<file path="src/rtl/im_stage_ctrl.sv">
// rtl/im_stage_ctrl.sv - memory-stage controller: data-memory handshake, stall, IM/IW register
module im_stage_ctrl (
   input  logic        clk,
   input  logic        reset,
   input  logic        RegWriteM,
   input  logic        MemWriteM,
   input  logic [1:0]  ResultSrcM,
   input  logic [31:0] ALUResultM,
   input  logic [31:0] WriteDataM,
   input  logic [4:0]  RdM,
   output logic        mem_req,
   output logic        mem_we,
   output logic [31:0] mem_addr,
   output logic [31:0] mem_wdata,
   input  logic        mem_gnt,
   input  logic        mem_rvalid,
   input  logic [31:0] mem_rdata,
   output logic        StallM,
   output logic        RegWriteW,
   output logic [1:0]  ResultSrcW,
   output logic [31:0] ALUResultW,
   output logic [31:0] ReadDataW,
   output logic [4:0]  RdW,
   output logic        MisalignW,
   output logic        TimeoutW
);

   typedef enum logic [1:0] {IDLE, REQ, WAIT, DONE} state_t;

   state_t      state;
   logic [3:0]  wait_cnt;
   logic [31:0] rdata_buf;
   logic        timed_out;
   logic        access;
   logic        aligned;

   assign access  = MemWriteM | (ResultSrcM == 2'b01);
   assign aligned = (ALUResultM[1:0] == 2'b00);

   // Request lines are driven only while in REQ; the M inputs are held stable upstream.
   always_comb begin
      mem_req   = 1'b0;
      mem_we    = 1'b0;
      mem_addr  = 32'd0;
      mem_wdata = 32'd0;
      if (state == REQ) begin
         mem_req   = 1'b1;
         mem_we    = MemWriteM;
         mem_addr  = ALUResultM;
         mem_wdata = WriteDataM;
      end
   end

   assign StallM = reset & (((state == IDLE) & access & aligned) | (state == REQ) | (state == WAIT));

   always_ff @(posedge clk or negedge reset) begin
      if (!reset) begin
         state      <= IDLE;
         wait_cnt   <= 4'd0;
         rdata_buf  <= 32'd0;
         timed_out  <= 1'b0;
         RegWriteW  <= 1'b0;
         ResultSrcW <= 2'b00;
         ALUResultW <= 32'd0;
         ReadDataW  <= 32'd0;
         RdW        <= 5'd0;
         MisalignW  <= 1'b0;
         TimeoutW   <= 1'b0;
      end else begin
         MisalignW <= 1'b0;
         TimeoutW  <= 1'b0;
         case (state)
            IDLE: begin
               if (!access || !aligned) begin
                  RegWriteW  <= RegWriteM & ~access;
                  ResultSrcW <= ResultSrcM;
                  ALUResultW <= ALUResultM;
                  RdW        <= RdM;
                  MisalignW  <= access;
               end else begin
                  RegWriteW <= 1'b0;
                  wait_cnt  <= 4'd0;
                  timed_out <= 1'b0;
                  state     <= REQ;
               end
            end
            REQ: begin
               wait_cnt <= wait_cnt + 4'd1;
               if (mem_gnt) begin
                  state <= MemWriteM ? DONE : WAIT;
               end else if (wait_cnt == 4'd15) begin
                  timed_out <= 1'b1;
                  state     <= DONE;
               end
            end
            WAIT: begin
               wait_cnt <= wait_cnt + 4'd1;
               if (mem_rvalid) begin
                  rdata_buf <= mem_rdata;
                  state     <= DONE;
               end else if (wait_cnt == 4'd15) begin
                  timed_out <= 1'b1;
                  state     <= DONE;
               end
            end
            DONE: begin
               RegWriteW  <= RegWriteM & ~timed_out;
               ResultSrcW <= ResultSrcM;
               ALUResultW <= ALUResultM;
               RdW        <= RdM;
               TimeoutW   <= timed_out;
               if (!MemWriteM && !timed_out) begin
                  ReadDataW <= rdata_buf;
               end
               state <= IDLE;
            end
            default: state <= IDLE;
         endcase
      end
   end

endmodule

</file>
<file path="config.mk">
export PLATFORM = sky130hd
export DESIGN_NAME = im_stage_ctrl
export DESIGN_NICKNAME = d
export VERILOG_FILES = /design/src/rtl/im_stage_ctrl.sv
export SDC_FILE = /design/constraint.sdc
export NUM_CORES = 1
export LEC_CHECK = 0
export BUFFER_PORTS_ARGS = -buffer_cell sky130_fd_sc_hd__buf_2
export CAP_MARGIN = 20
export CORE_MARGIN = 3
export CORE_UTILIZATION = 41
export CTS_CLUSTER_SIZE = 24
export DETAILED_ROUTE_END_ITERATION = 7
export PLACE_DENSITY = 0.76
export SYNTH_ARGS = -nofsm -noshare
export SYNTH_HDL_FRONTEND = slang
export SYNTH_SLANG_ARGS = --single-unit
export TNS_END_PERCENT = 100
</file>
<file path="constraint.sdc">
create_clock -name clk -period 2 [get_ports clk]
set_input_delay 0.3 -clock clk [delete_from_list [all_inputs] [get_ports clk]]
set_output_delay 0.3 -clock clk [all_outputs]
set_load 0.01 [all_outputs]
</file>
==> reports/qor_table.md, run 1 <==
| Metric | This run | Unit |
|:---|:---|:---|
| Pin count of the biggest net entering global routing | 114 | - |
| Critical path type | flop to primary output | - |
| Part of the total power dissipated in the clock network | 0.239 | - |
| Outcome | complete, but fails checks | - |
| Combinational family with the most area after synthesis | multiplexers | - |
| Mean routed wirelength per cell | 16.8 | um |
| Die Area | 0.0135 | mm2 |
| Number of buffers added by the clock tree synthesis step | 17 | - |
| Sw power | 4.25 | mW |
| Tot GR Track Use | 0.186 | - |
| Width of the chip | 116 | um |
| Final Setup Violations | 0 | - |
| CP Launch Point | state[1] | - |
| Worst slack on hold paths | -0.00402 | ns |
| Worst Setup Start Kind | flop | - |
| Number of cell instances on the worst register-to-register path | 6 | - |
| Max-capacitance violation count | 0 | - |
| Core Rows | 39 | - |
| Share of synthesized cell area in and, or, nand and nor gates | 0.118 | - |
| Final design utilization | 0.619 | - |
| Maximum ir drop on the vdd rail | 0.000861 | V |
| HPWL after detailed placement | 9410 | um |
| Internal power | 8.35 | mW |
| Total design power | 12.6 | mW |
| Number of H-tree levels | 4 | - |
| Clock tree from TritonCTS | done | - |
| Largest fanout of any net on the critical path | 3 | - |
| Maximum achievable frequency | 507 | MHz |
| Violations in the final reports | hold timing | - |
| Final-stage net count | 749 | - |
| Worst min-delay path category | input port to async pin | - |
| R2R Setup Slk | 0.07 | ns |
| Port Buf Inserts | 249 | - |
| Setup repair after global routing missed its margin | yes | - |
| Syn_nets | 478 | - |
| Critical Path Sink | StallM | - |
| Most common cell after layout, fill and taps aside | sky130_fd_sc_hd__buf_2 | - |
| 1st-iter DRT viols | 186 | - |
| Wire length of the first global-routing pass | 19,300 | um |
| Fraction of the mapped netlist area in compound gates | 0.0332 | - |
| Worst clock skew | 0.00555 | ns |
| Clock latency of the later-clocked register in the worst-skew pair | 0.40 | ns |
| Largest cells by area after synthesis | sky130_fd_sc_hd__dfrtp_1, sky130_fd_sc_hd__mux2_2, sky130_fd_sc_hd__and2_1 | - |
| Main flop type after synthesis | sky130_fd_sc_hd__dfrtp_1 | - |
| Ratio of cells with drive above 1 in the final layout | 0.642 | - |
| Max-slew violations | 0 | - |
| Vias in the first global route | 3,850 | - |
| Library cell occupying the most area in the post-synthesis netlist | sky130_fd_sc_hd__dfrtp_1 | - |
| Worst relative slew slack | 0.597 | - |
| N_diodes | 0 | - |
| Non-Filler Instances | 789 | - |
| # hold bufs at CTS | 0 | - |
| Most used cells in the layout excluding fill and tap cells | sky130_fd_sc_hd__buf_2, sky130_fd_sc_hd__dfrtp_1, sky130_fd_sc_hd__mux2_2 | - |
| Via density per instance | 4.90 | - |
| Actual transition at the worst max-transition pin | 0.604 | ns |
| Hold Violations, Final | 7 | - |
| Relative contribution of combinational cells to total power | 0.444 | - |
| Switching share of power | 0.337 | - |
| Asr flop ratio synth | 1.00 | - |
| Remaining design rule violation count | 0 | - |
| Longest Clk Path Bufs | 2 | - |
| Sort of element at the end of the critical path | primary output | - |
| Worst r2r src | state[1] | - |
| Number of antenna-violating nets in the routed design | 0 | - |
| Mux cell area share after synthesis | 0.237 | - |
| Adder-cell share of the synthesized area | 0.0176 | - |
| Routed vias | 3,864 | - |
| Cell area after synthesis | 0.00498 | mm2 |
| Detailed Routing Iterations Pass 1 | 4 | - |
| Number of primary I/O pins | 250 | - |
| Warnings, synthesis | 0 | - |
| Number of distinct standard cells referenced by the synthesized netlist | 39 | - |
| Gate count of the mapped netlist | 362 | - |
| Final GP Congestion | 0.831 | - |
| Met2 WL | 7020 | um |
| Worst flop-to-flop path endpoint | ALUResultW[23] | - |
| Starting density of the core | 0.427 | - |
| Detailed Route WL | 13,300 | um |
| Count of flip-flops with a built-in enable after synthesis | 0 | - |
| Synthesized flop and latch total | 113 | - |
| Met3 wire len | 735 | um |
| Sink Count | 113 | - |
| CP required | 1.70 | ns |
| Tcrit/Tclk final | 0.986 | - |
| Fraction of synthesized cell area taken by the top area cell type | 0.568 | - |
| Critical Path AT | 1.67 | ns |
| Cell Count Post-Placement | 743 | - |
| Top layer reached by signal wires | met4 | - |
| Pre-CTS setup slack | 0.0315 | ns |
| Average cell area after synthesis | 13.8 | um2 |
| Vert. Die Dim | 116 | um |
| Clock-pin transition on the worst setup and hold timing paths | 0.06 | ns |
| Root Buffer | sky130_fd_sc_hd__clkbuf_16 | - |
| Sequential group share of total power | 0.316 | - |
| Sequential-to-total area share from yosys stat | 0.568 | - |
| Number of antenna violations at the first check in global routing | 0 | - |
| Synthesized-area fraction occupied by xor and xnor cells | 0 | - |
| Post-layout minimum cycle time | 1.97 | ns |
| Placeable core region | 0.0117 | mm2 |
| Area grow syn2layout | 45.0 | % |
| P_leak | 3.72 | nW |
| Pwr per Cell Area | 1750 | mW/mm2 |
| Remaining global-route overflow | 0 | - |
| Final setup slack of the worst path | 0.0287 | ns |
| DRT met1 WL | 5190 | um |
power by group through the flow:
stage          sequential [mW]  combinational, mW  clock [mW]
2_1_floorplan             4.31               2.95           0
3_3_place_gp              3.96               4.91           0
3_5_place_dp              4.02               5.11           0
4_1_cts                   3.99               5.21        3.08
5_1_grt                   4.13               6.05        3.20
6_report                  3.99               5.60        3.02
cell families (layout without fill, tap and decap cells):
family / count (synthesis) / in the layout
AO/OA/AOI/OAI: 22 / 22
adder cells (fa/ha/maj): 7 / 7
buffers and inverters: 21 / 305
flip-flops: 113 / 113
multiplexers: 100 / 100
AND/OR/NAND/NOR: 99 / 99
flip-flops by register name, summed over array words and instances (netlist names), 2 cells and up:
signal,cells
ResultSrcW,2
state,2
wait_cnt,4
ReadDataW,32
RdW,5
ALUResultW,32
rdata_buf,32
how the worst min path moves through the flow:
| stage | to | from | cells past startpoint | slack, ns |
|---|---|---|---|---|
| after floorplan | ALUResultW[0] | reset | 0 | 0.004 |
| after global placement | ALUResultW[30] | reset | 2 | 0.46 |
| after detailed placement | ALUResultW[21] | reset | 2 | 0.46 |
| after CTS | ALUResultW[18] | reset | 2 | 0.03 |
| after global routing | ALUResultW[10] | reset | 2 | 0.05 |
| final | ALUResultW[10] | reset | 2 | -0.004 |
synthesized netlist by cell type, types with 2 or more instances:
master and number:
sky130_fd_sc_hd__a22o_1 2, sky130_fd_sc_hd__mux2_1 4, sky130_fd_sc_hd__a32o_1 2, sky130_fd_sc_hd__buf_2 7, sky130_fd_sc_hd__buf_12 2, sky130_fd_sc_hd__clkbuf_1 8, sky130_fd_sc_hd__a211oi_1 2, sky130_fd_sc_hd__nand3_1 4
sky130_fd_sc_hd__nand2_1 9, sky130_fd_sc_hd__and2_1 66, sky130_fd_sc_hd__dfrtp_1 113, sky130_fd_sc_hd__mux2_2 82, sky130_fd_sc_hd__mux2_4 14, sky130_fd_sc_hd__ha_1 7, sky130_fd_sc_hd__nor2_1 9, sky130_fd_sc_hd__o21ai_0 3
sky130_fd_sc_hd__a21oi_1 2, sky130_fd_sc_hd__inv_1 2, sky130_fd_sc_hd__nand2b_1 3, sky130_fd_sc_hd__o21a_1 2
worst max-delay path, cell delays in order, from the launching register on:
cell                       delay, ns
sky130_fd_sc_hd__dfrtp_1        0.40
sky130_fd_sc_hd__inv_2          0.13
sky130_fd_sc_hd__ha_4           0.15
sky130_fd_sc_hd__nor3b_4        0.19
sky130_fd_sc_hd__o21ai_2        0.09
sky130_fd_sc_hd__a21boi_1       0.16
sky130_fd_sc_hd__buf_2          0.16
through the flow:
stage	setup TNS, ns	cell area [um2]
final	0	7220
after global routing	-0.113	7220
after CTS	-0.000519	7050
after detailed placement	0	6410
after global placement	0	6410
after floorplan	0	4980
routing by layer:
layer | global-route usage | vias up
met5 | 0 | -
met3 | 0.0477 | 25
met4 | 0.0773 | 0
li1 | - | 1790
met1 | 0.212 | 1894
met2 | 0.332 | 155
layout make-up:
cell class	instances	area, um2
sequential	113	2830
clock inverter	13	151
multi-input combinational	228	2080
tap	143	179
fill	911	4440
inverter	2	7.51
timing repair buffer	271	1520
clock buffer	19	453
timing repair:
| item | 4_1_cts | 5_1_grt |
|---|---|---|
| endpoints found under the hold margin | 0 | 0 |
| setup buffers | 2 | 8 |
| endpoints found under the setup margin | 66 | 84 |
| gates cloned | 0 | 4 |
| pin swaps | 0 | 3 |
| resized for setup | 6 | 10 |
Note: power is estimated with default switching activity, not from simulation.
==> run 2, diff against run 1 <==
--- a/config.mk
+++ b/config.mk
@@ -6,7 +6,7 @@
 export NUM_CORES = 1
 export LEC_CHECK = 0
 export BUFFER_PORTS_ARGS = -buffer_cell sky130_fd_sc_hd__buf_2
-export CAP_MARGIN = 20
+export CORE_ASPECT_RATIO = 1.75
 export CORE_MARGIN = 3
 export CORE_UTILIZATION = 41
 export CTS_CLUSTER_SIZE = 24
==> run 2 against run 1 <==
  * The flow finishes with violations (hold timing, setup timing)
  * Count of clock-buffer cells in the layout unchanged
  * Combinational power up 21%
  * First-iteration DRC count down 39%
  * Clock power about the same
  * Sequential cell count unchanged
  * Clock skew up 0.0033 ns
  * Sequential share of layout area down 2.9 points
  * Total power up 9.7%
  * Cell area up 8.1%
  * Core utilization up 4.8 points
  * Sequential power about the same
  * Maximum frequency down 2.6%
==> reports/qor_table.md, run 2 (synthesis results as in run 1) <==
| Metric | This run | Unit |
|:---|:---|:---|
| Actual transition at the worst max-transition pin | 0.604 | ns |
| Most used cells in the layout excluding fill and tap cells | sky130_fd_sc_hd__buf_2, sky130_fd_sc_hd__dfrtp_1, sky130_fd_sc_hd__mux2_2 | - |
| Post-layout minimum cycle time | 2.02 | ns |
| N_diodes | 0 | - |
| Max-capacitance violation count | 0 | - |
| Tot GR Track Use | 0.197 | - |
| Wire length of the first global-routing pass | 20,100 | um |
| Final-stage net count | 753 | - |
| Ratio of cells with drive above 1 in the final layout | 0.717 | - |
| Vert. Die Dim | 152 | um |
| Detailed Routing Iterations Pass 1 | 4 | - |
| Placeable core region | 0.0117 | mm2 |
| Root Buffer | sky130_fd_sc_hd__clkbuf_16 | - |
| Critical Path AT | 1.72 | ns |
| Worst min-delay path category | input port to async pin | - |
| 1st-iter DRT viols | 113 | - |
| Mean routed wirelength per cell | 19.8 | um |
| Fillers | 849 | - |
| Final setup slack of the worst path | -0.0246 | ns |
| Tcrit/Tclk final | 1.01 | - |
| Worst relative slew slack | 0.597 | - |
| Worst clock skew | 0.00889 | ns |
| Number of primary I/O pins | 250 | - |
| Core Rows | 52 | - |
| Pwr per Cell Area | 1770 | mW/mm2 |
| Remaining design rule violation count | 0 | - |
| Clock latency of the later-clocked register in the worst-skew pair | 0.40 | ns |
| HPWL after detailed placement | 9900 | um |
| Largest stage delay on the critical path | 0.42 | ns |
| Slowest stage cell on the critical path | sky130_fd_sc_hd__dfrtp_1 | - |
| Longest Clk Path Bufs | 2 | - |
| Width of the chip | 89.3 | um |
| Pin count of the biggest net entering global routing | 114 | - |
| Hold Violations, Final | 4 | - |
| Maximum ir drop on the vdd rail | 0.00103 | V |
| Number of antenna-violating nets in the routed design | 0 | - |
| Final Setup Violations | 22 | - |
| Sort of element at the end of the critical path | primary output | - |
| Routed vias | 3,980 | - |
| Vias in the first global route | 4,138 | - |
| Setup TNS after final layout | -0.117 | ns |
| Final GP Congestion | 0.822 | - |
| Detailed Route WL | 15,500 | um |
| Largest fanout of any net on the critical path | 7 | - |
| Most frequent CP cell | sky130_fd_sc_hd__buf_6 | - |
| Largest regs | ALUResultW x32, ReadDataW x32, rdata_buf x32 | - |
| Sink Count | 113 | - |
| Starting density of the core | 0.425 | - |
| Setup repair after global routing missed its margin | yes | - |
| Worst r2r src | state[1] | - |
| Remaining global-route overflow | 0 | - |
| Number of cell instances on the worst register-to-register path | 8 | - |
| Critical path type | flop to primary output | - |
| Port Buf Inserts | 249 | - |
| P_leak | 3.91 | nW |
| Violations in the final reports | hold timing, setup timing | - |
| Pre-CTS setup slack | 0.0392 | ns |
| Worst slack on hold paths | -0.00182 | ns |
| Worst flop-to-flop path endpoint | ALUResultW[31] | - |
| Via density per instance | 5.07 | - |
| Number of H-tree levels | 4 | - |
| Max-slew violations | 0 | - |
| CP required | 1.70 | ns |
| Number of buffers added by the clock tree synthesis step | 17 | - |
| Die Area | 0.0136 | mm2 |
| Outcome | complete, but fails checks | - |
| Maximum achievable frequency | 494 | MHz |
| Cells along the critical path | buf_6 -> ha_4 -> clkbuf_16 -> buf_6 -> and2_1 -> buf_2 | - |
| R2R Setup Slk | 0.11 | ns |
| Area grow syn2layout | 56.8 | % |
| Worst Setup Start Kind | flop | - |
| Most common cell after layout, fill and taps aside | sky130_fd_sc_hd__buf_2 | - |
| Number of antenna violations at the first check in global routing | 0 | - |
| Clock tree from TritonCTS | done | - |
| Clock-pin transition on the worst setup and hold timing paths | 0.06 | ns |
## run 2: cell count changes in the layout (fill, tap and decap cells not counted), sizes merged
cell,delta
bufinv,+1
clkbuf,+4
clkinvlp,+3
inv,-4
## run 2: area by class of cell
| cell class | instances | area (um2) | area share |
|---|---|---|---|
| clock inverter | 13 | 163 | 0.0208 |
| timing repair buffer | 275 | 2000 | 0.256 |
| multi-input combinational | 228 | 2200 | 0.282 |
| tap | 135 | 169 | 0.0216 |
| inverter | 2 | 7.51 | 0.000962 |
| sequential | 113 | 2830 | 0.362 |
| clock buffer | 19 | 443 | 0.0567 |
## run 2: through the flow
step | total power [mW] | hold slack, ns | util | cell area (um2) | cells
6_report | 13.8 | -0.00182 | 0.667 | 7810 | 785
5_1_grt | 14.6 | 0.0608 | 0.667 | 7810 | 785
4_1_cts | 12.5 | 0.0497 | 0.606 | 7100 | 772
3_5_place_dp | 9.21 | 0.472 | 0.547 | 6400 | 735
3_3_place_gp | 8.96 | 0.455 | 0.547 | 6400 | 735
2_1_floorplan | 7.26 | 0.00441 | - | 4980 | 362
## run 2: power by group
| group | switching [mW] | internal [mW] |
|---|---|---|
| registers | 0.583 | 3.44 |
| clock network | 1.04 | 1.99 |
| logic | 2.96 | 3.82 |
## run 2: worst max-delay path, delay by kind of cell (launching register included)
kind                       cells  cell delay [ns]
buffers and inverters          4             0.59
DFF                            1             0.42
adders and majority gates      1             0.17
and+or+nand+nor                1             0.15
## run 2: worst max-delay path by stage
stage,from,end,cells after the start,slack (ns)
6_report,state[0],mem_wdata[25],6,-0.02
5_1_grt,state[0],mem_wdata[21],6,-0.05
4_1_cts,state[0],mem_we,5,0.01
3_5_place_dp,state[1],ALUResultW[7],6,0.04
3_3_place_gp,state[1],ALUResultW[11],6,0.12
2_1_floorplan,state[0],ALUResultW[23],7,0.14
## run 2: what timing repair did
action / in CTS / in global routing
hold buffers: 0 / 0
cloned: 1 / 9
endpoints found under the setup margin: 59 / 61
pin swaps: 2 / 1
buffers inserted: 4 / 4
resized for setup: 7 / 119
## run 2: metal layers
| metal | share of wire | track usage | vias up |
|---|---|---|---|
| met3 | 0.056 | 0.0455 | 31 |
| li1 | - | - | 1794 |
| met5 | 0 | 0 | - |
| met4 | 0.028 | 0.0894 | 0 |
| met1 | 0.35 | 0.207 | 1986 |
| met2 | 0.56 | 0.360 | 169 |
==> run 3, diff against run 2 <==
--- a/config.mk
+++ b/config.mk
@@ -6,12 +6,14 @@
 export NUM_CORES = 1
 export LEC_CHECK = 0
 export BUFFER_PORTS_ARGS = -buffer_cell sky130_fd_sc_hd__buf_2
+export CELL_PAD_IN_SITES_DETAIL_PLACEMENT = 1
+export CELL_PAD_IN_SITES_GLOBAL_PLACEMENT = 2
 export CORE_ASPECT_RATIO = 1.75
 export CORE_MARGIN = 3
-export CORE_UTILIZATION = 41
+export CORE_UTILIZATION = 25
 export CTS_CLUSTER_SIZE = 24
 export DETAILED_ROUTE_END_ITERATION = 7
-export PLACE_DENSITY = 0.76
+export PLACE_DENSITY_LB_ADDON = 0.1
 export SYNTH_ARGS = -nofsm -noshare
 export SYNTH_HDL_FRONTEND = slang
 export SYNTH_SLANG_ARGS = --single-unit
==> run 3 against run 2 <==
  * The run ends with setup timing left
  * Clock skew decreased by 0.0012 ns
  * Critical path depth is the same
  * Worst hold slack better by 0.0046 ns
  * Routed wire length increased by 5.5%
  * Cell area down 5.4%
  * Die area increased by 60%
  * Global-route usage decreased by 5.1 points
  * Clock power is 5% higher
  * Sequential cell count unchanged
  * Via count is 2.5% lower
  * Final cell count increased by 13%
  * Count of clock-buffer cells in the layout did not move
  * Critical endpoint is now StallM
  * Largest power group unchanged
==> reports/qor_table.md, run 3 (synthesis results as in run 1) <==
| Metric | This run | Unit |
|:---|:---|:---|
| M3 GR Usage | 0.0361 | - |
| Die Area | 0.0217 | mm2 |
| Number of H-tree levels | 4 | - |
| Setup TNS after final layout | -0.0202 | ns |
| Pin count of the biggest net entering global routing | 114 | - |
| Number of buffers added by the clock tree synthesis step | 17 | - |
| Placeable core region | 0.0194 | mm2 |
| Clock tree from TritonCTS | done | - |
| Starting density of the core | 0.257 | - |
| HPWL after detailed placement | 12,200 | um |
| Worst min-delay path category | input port to async pin | - |
| Worst Setup Start Kind | flop | - |
| Vert. Die Dim | 193 | um |
| Final setup slack of the worst path | -0.0202 | ns |
| Routed vias | 3,882 | - |
| Most used cells in the layout excluding fill and tap cells | sky130_fd_sc_hd__buf_2, sky130_fd_sc_hd__dfrtp_1, sky130_fd_sc_hd__mux2_2 | - |
| Detailed Routing Iterations Pass 1 | 4 | - |
| Longest Clk Path Bufs | 2 | - |
| Worst clock skew | 0.00768 | ns |
| Final design utilization | 0.381 | - |
| Final GP Congestion | 0.704 | - |
| N_diodes | 0 | - |
| Maximum ir drop on the vdd rail | 0.000627 | V |
| Tot GR Track Use | 0.146 | - |
| Clock-pin transition on the worst setup and hold timing paths | 0.06 | ns |
| Vias in the first global route | 4,275 | - |
| Post-layout minimum cycle time | 2.02 | ns |
| Non-Filler Instances | 889 | - |
| Largest regs | ALUResultW x32, ReadDataW x32, rdata_buf x32 | - |
| 1st-iter DRT viols | 99 | - |
| Worst relative slew slack | 0.582 | - |
| Cell Count Post-Placement | 844 | - |
| Number of antenna violations at the first check in global routing | 0 | - |
| Width of the chip | 113 | um |
| Critical path type | flop to primary output | - |
| Outcome | complete, but fails checks | - |
| Global routing met1 resource utilization | 0.143 | - |
| Area grow syn2layout | 48.3 | % |
| Largest fanout of any net on the critical path | 4 | - |
| Pre-CTS setup slack | 0.00208 | ns |
| Actual transition at the worst max-transition pin | 0.627 | ns |
| Remaining design rule violation count | 0 | - |
| Maximum achievable frequency | 495 | MHz |
| Max-slew violations | 0 | - |
| Via density per instance | 4.37 | - |
| Wire length of the first global-routing pass | 24,100 | um |
| Root Buffer | sky130_fd_sc_hd__clkbuf_16 | - |
| Number of primary I/O pins | 250 | - |
| Highest-utilization routing layer at the global route stage | met2 | - |
| Hold Violations, Final | 0 | - |
| P_leak | 3.74 | nW |
| Number of antenna-violating nets in the routed design | 0 | - |
| Ratio of cells with drive above 1 in the final layout | 0.637 | - |
| Final-stage net count | 751 | - |
| # hold bufs at CTS | 0 | - |
| Setup repair after global routing missed its margin | yes | - |
| Max-capacitance violation count | 0 | - |
| Core Rows | 67 | - |
| Critical Path AT | 1.72 | ns |
| Remaining global-route overflow | 0 | - |
| Mean routed wirelength per cell | 18.4 | um |
| Pwr per Cell Area | 1750 | mW/mm2 |
| Clock latency of the later-clocked register in the worst-skew pair | 0.40 | ns |
| Worst slack on hold paths | 0.00278 | ns |
| Final Setup Violations | 1 | - |
| Sort of element at the end of the critical path | primary output | - |
| Port Buf Inserts | 249 | - |
| Tcrit/Tclk final | 1.01 | - |
| Most common cell after layout, fill and taps aside | sky130_fd_sc_hd__buf_2 | - |
| Sink Count | 113 | - |
| Met2 usage in global routing | 0.292 | - |
| Detailed Route WL | 16,400 | um |
| Violations in the final reports | setup timing | - |
| CP required | 1.70 | ns |
==> run 3: changes by cell type in the layout (fill, tap and decap cells not counted), moves of 2 or more <==
cell                         previous run  this run
sky130_fd_sc_hd__buf_6                 57         2
sky130_fd_sc_hd__clkbuf_16             23        19
sky130_fd_sc_hd__inv_6                  0         2
sky130_fd_sc_hd__and2_1                13        66
sky130_fd_sc_hd__clkinvlp_4             6         2
sky130_fd_sc_hd__buf_4                  8        14
sky130_fd_sc_hd__and2_4                53         0
sky130_fd_sc_hd__buf_2                196       248
==> run 3: repair_timing <==
item	4_1_cts	5_1_grt
gates cloned	0	3
resized for setup	7	10
pin swaps	0	3
setup endpoints to repair	64	86
buffers inserted	3	7
==> run 3: critical path, cell delays in order (launching register included) <==
cell                       delay (ns)
sky130_fd_sc_hd__dfrtp_2         0.44
sky130_fd_sc_hd__inv_2           0.10
sky130_fd_sc_hd__ha_4            0.15
sky130_fd_sc_hd__nor3b_4         0.20
sky130_fd_sc_hd__o21ai_2         0.09
sky130_fd_sc_hd__a21boi_2        0.17
sky130_fd_sc_hd__buf_2           0.16
==> run 3: worst paths after layout <==
kind / startpoint / to / slack (ns) / cells after the start
max: state[0] / StallM / -0.02 / 6
min: reset / ALUResultW[27] / 0.003 / 2
max reg2reg: state[0] / RdW[1] / 0.12 / 8
min reg2reg: RegWriteW / RegWriteW / 0.49 / 2
max in group asynchronous: reset / state[0] / 1.48 / 2
min in group clk: mem_rdata[20] / rdata_buf[20] / 0.12 / 2
==> run 3: metrics by stage <==
stage	instance area (um2)	power (mW)
5_1_grt	7380	13.8
4_1_cts	7240	12.9
3_5_place_dp	6580	9.51
3_3_place_gp	6580	9.28
2_1_floorplan	4980	7.26
6_report	7380	12.9
==> run 3: where the power goes <==
| group | switching, mW | leakage, nW | internal [mW] | total [mW] |
|---|---|---|---|---|
| Clock | 1.10 | 0.298 | 2.09 | 3.19 |
| Sequential | 0.560 | 1.36 | 3.44 | 4.00 |
| Combinational | 2.72 | 2.09 | 3.04 | 5.75 |
| Total | 4.38 | 3.74 | 8.56 | 12.9 |
==> run 3: area by class of cell <==
cell class	count	area [um2]
fill	2186	12000
sequential	113	2830
multi-input combinational	228	2070
timing repair buffer	273	1550
clock buffer	19	433
tap	241	302
clock inverter	13	185
inverter	2	7.51
==> run 3: metal layers <==
layer  wire length (um)  up-vias
met4                217        0
li1                   -     1790
met1               5490     1943
met2               9780      137
met3                875       12
met5                  0        -
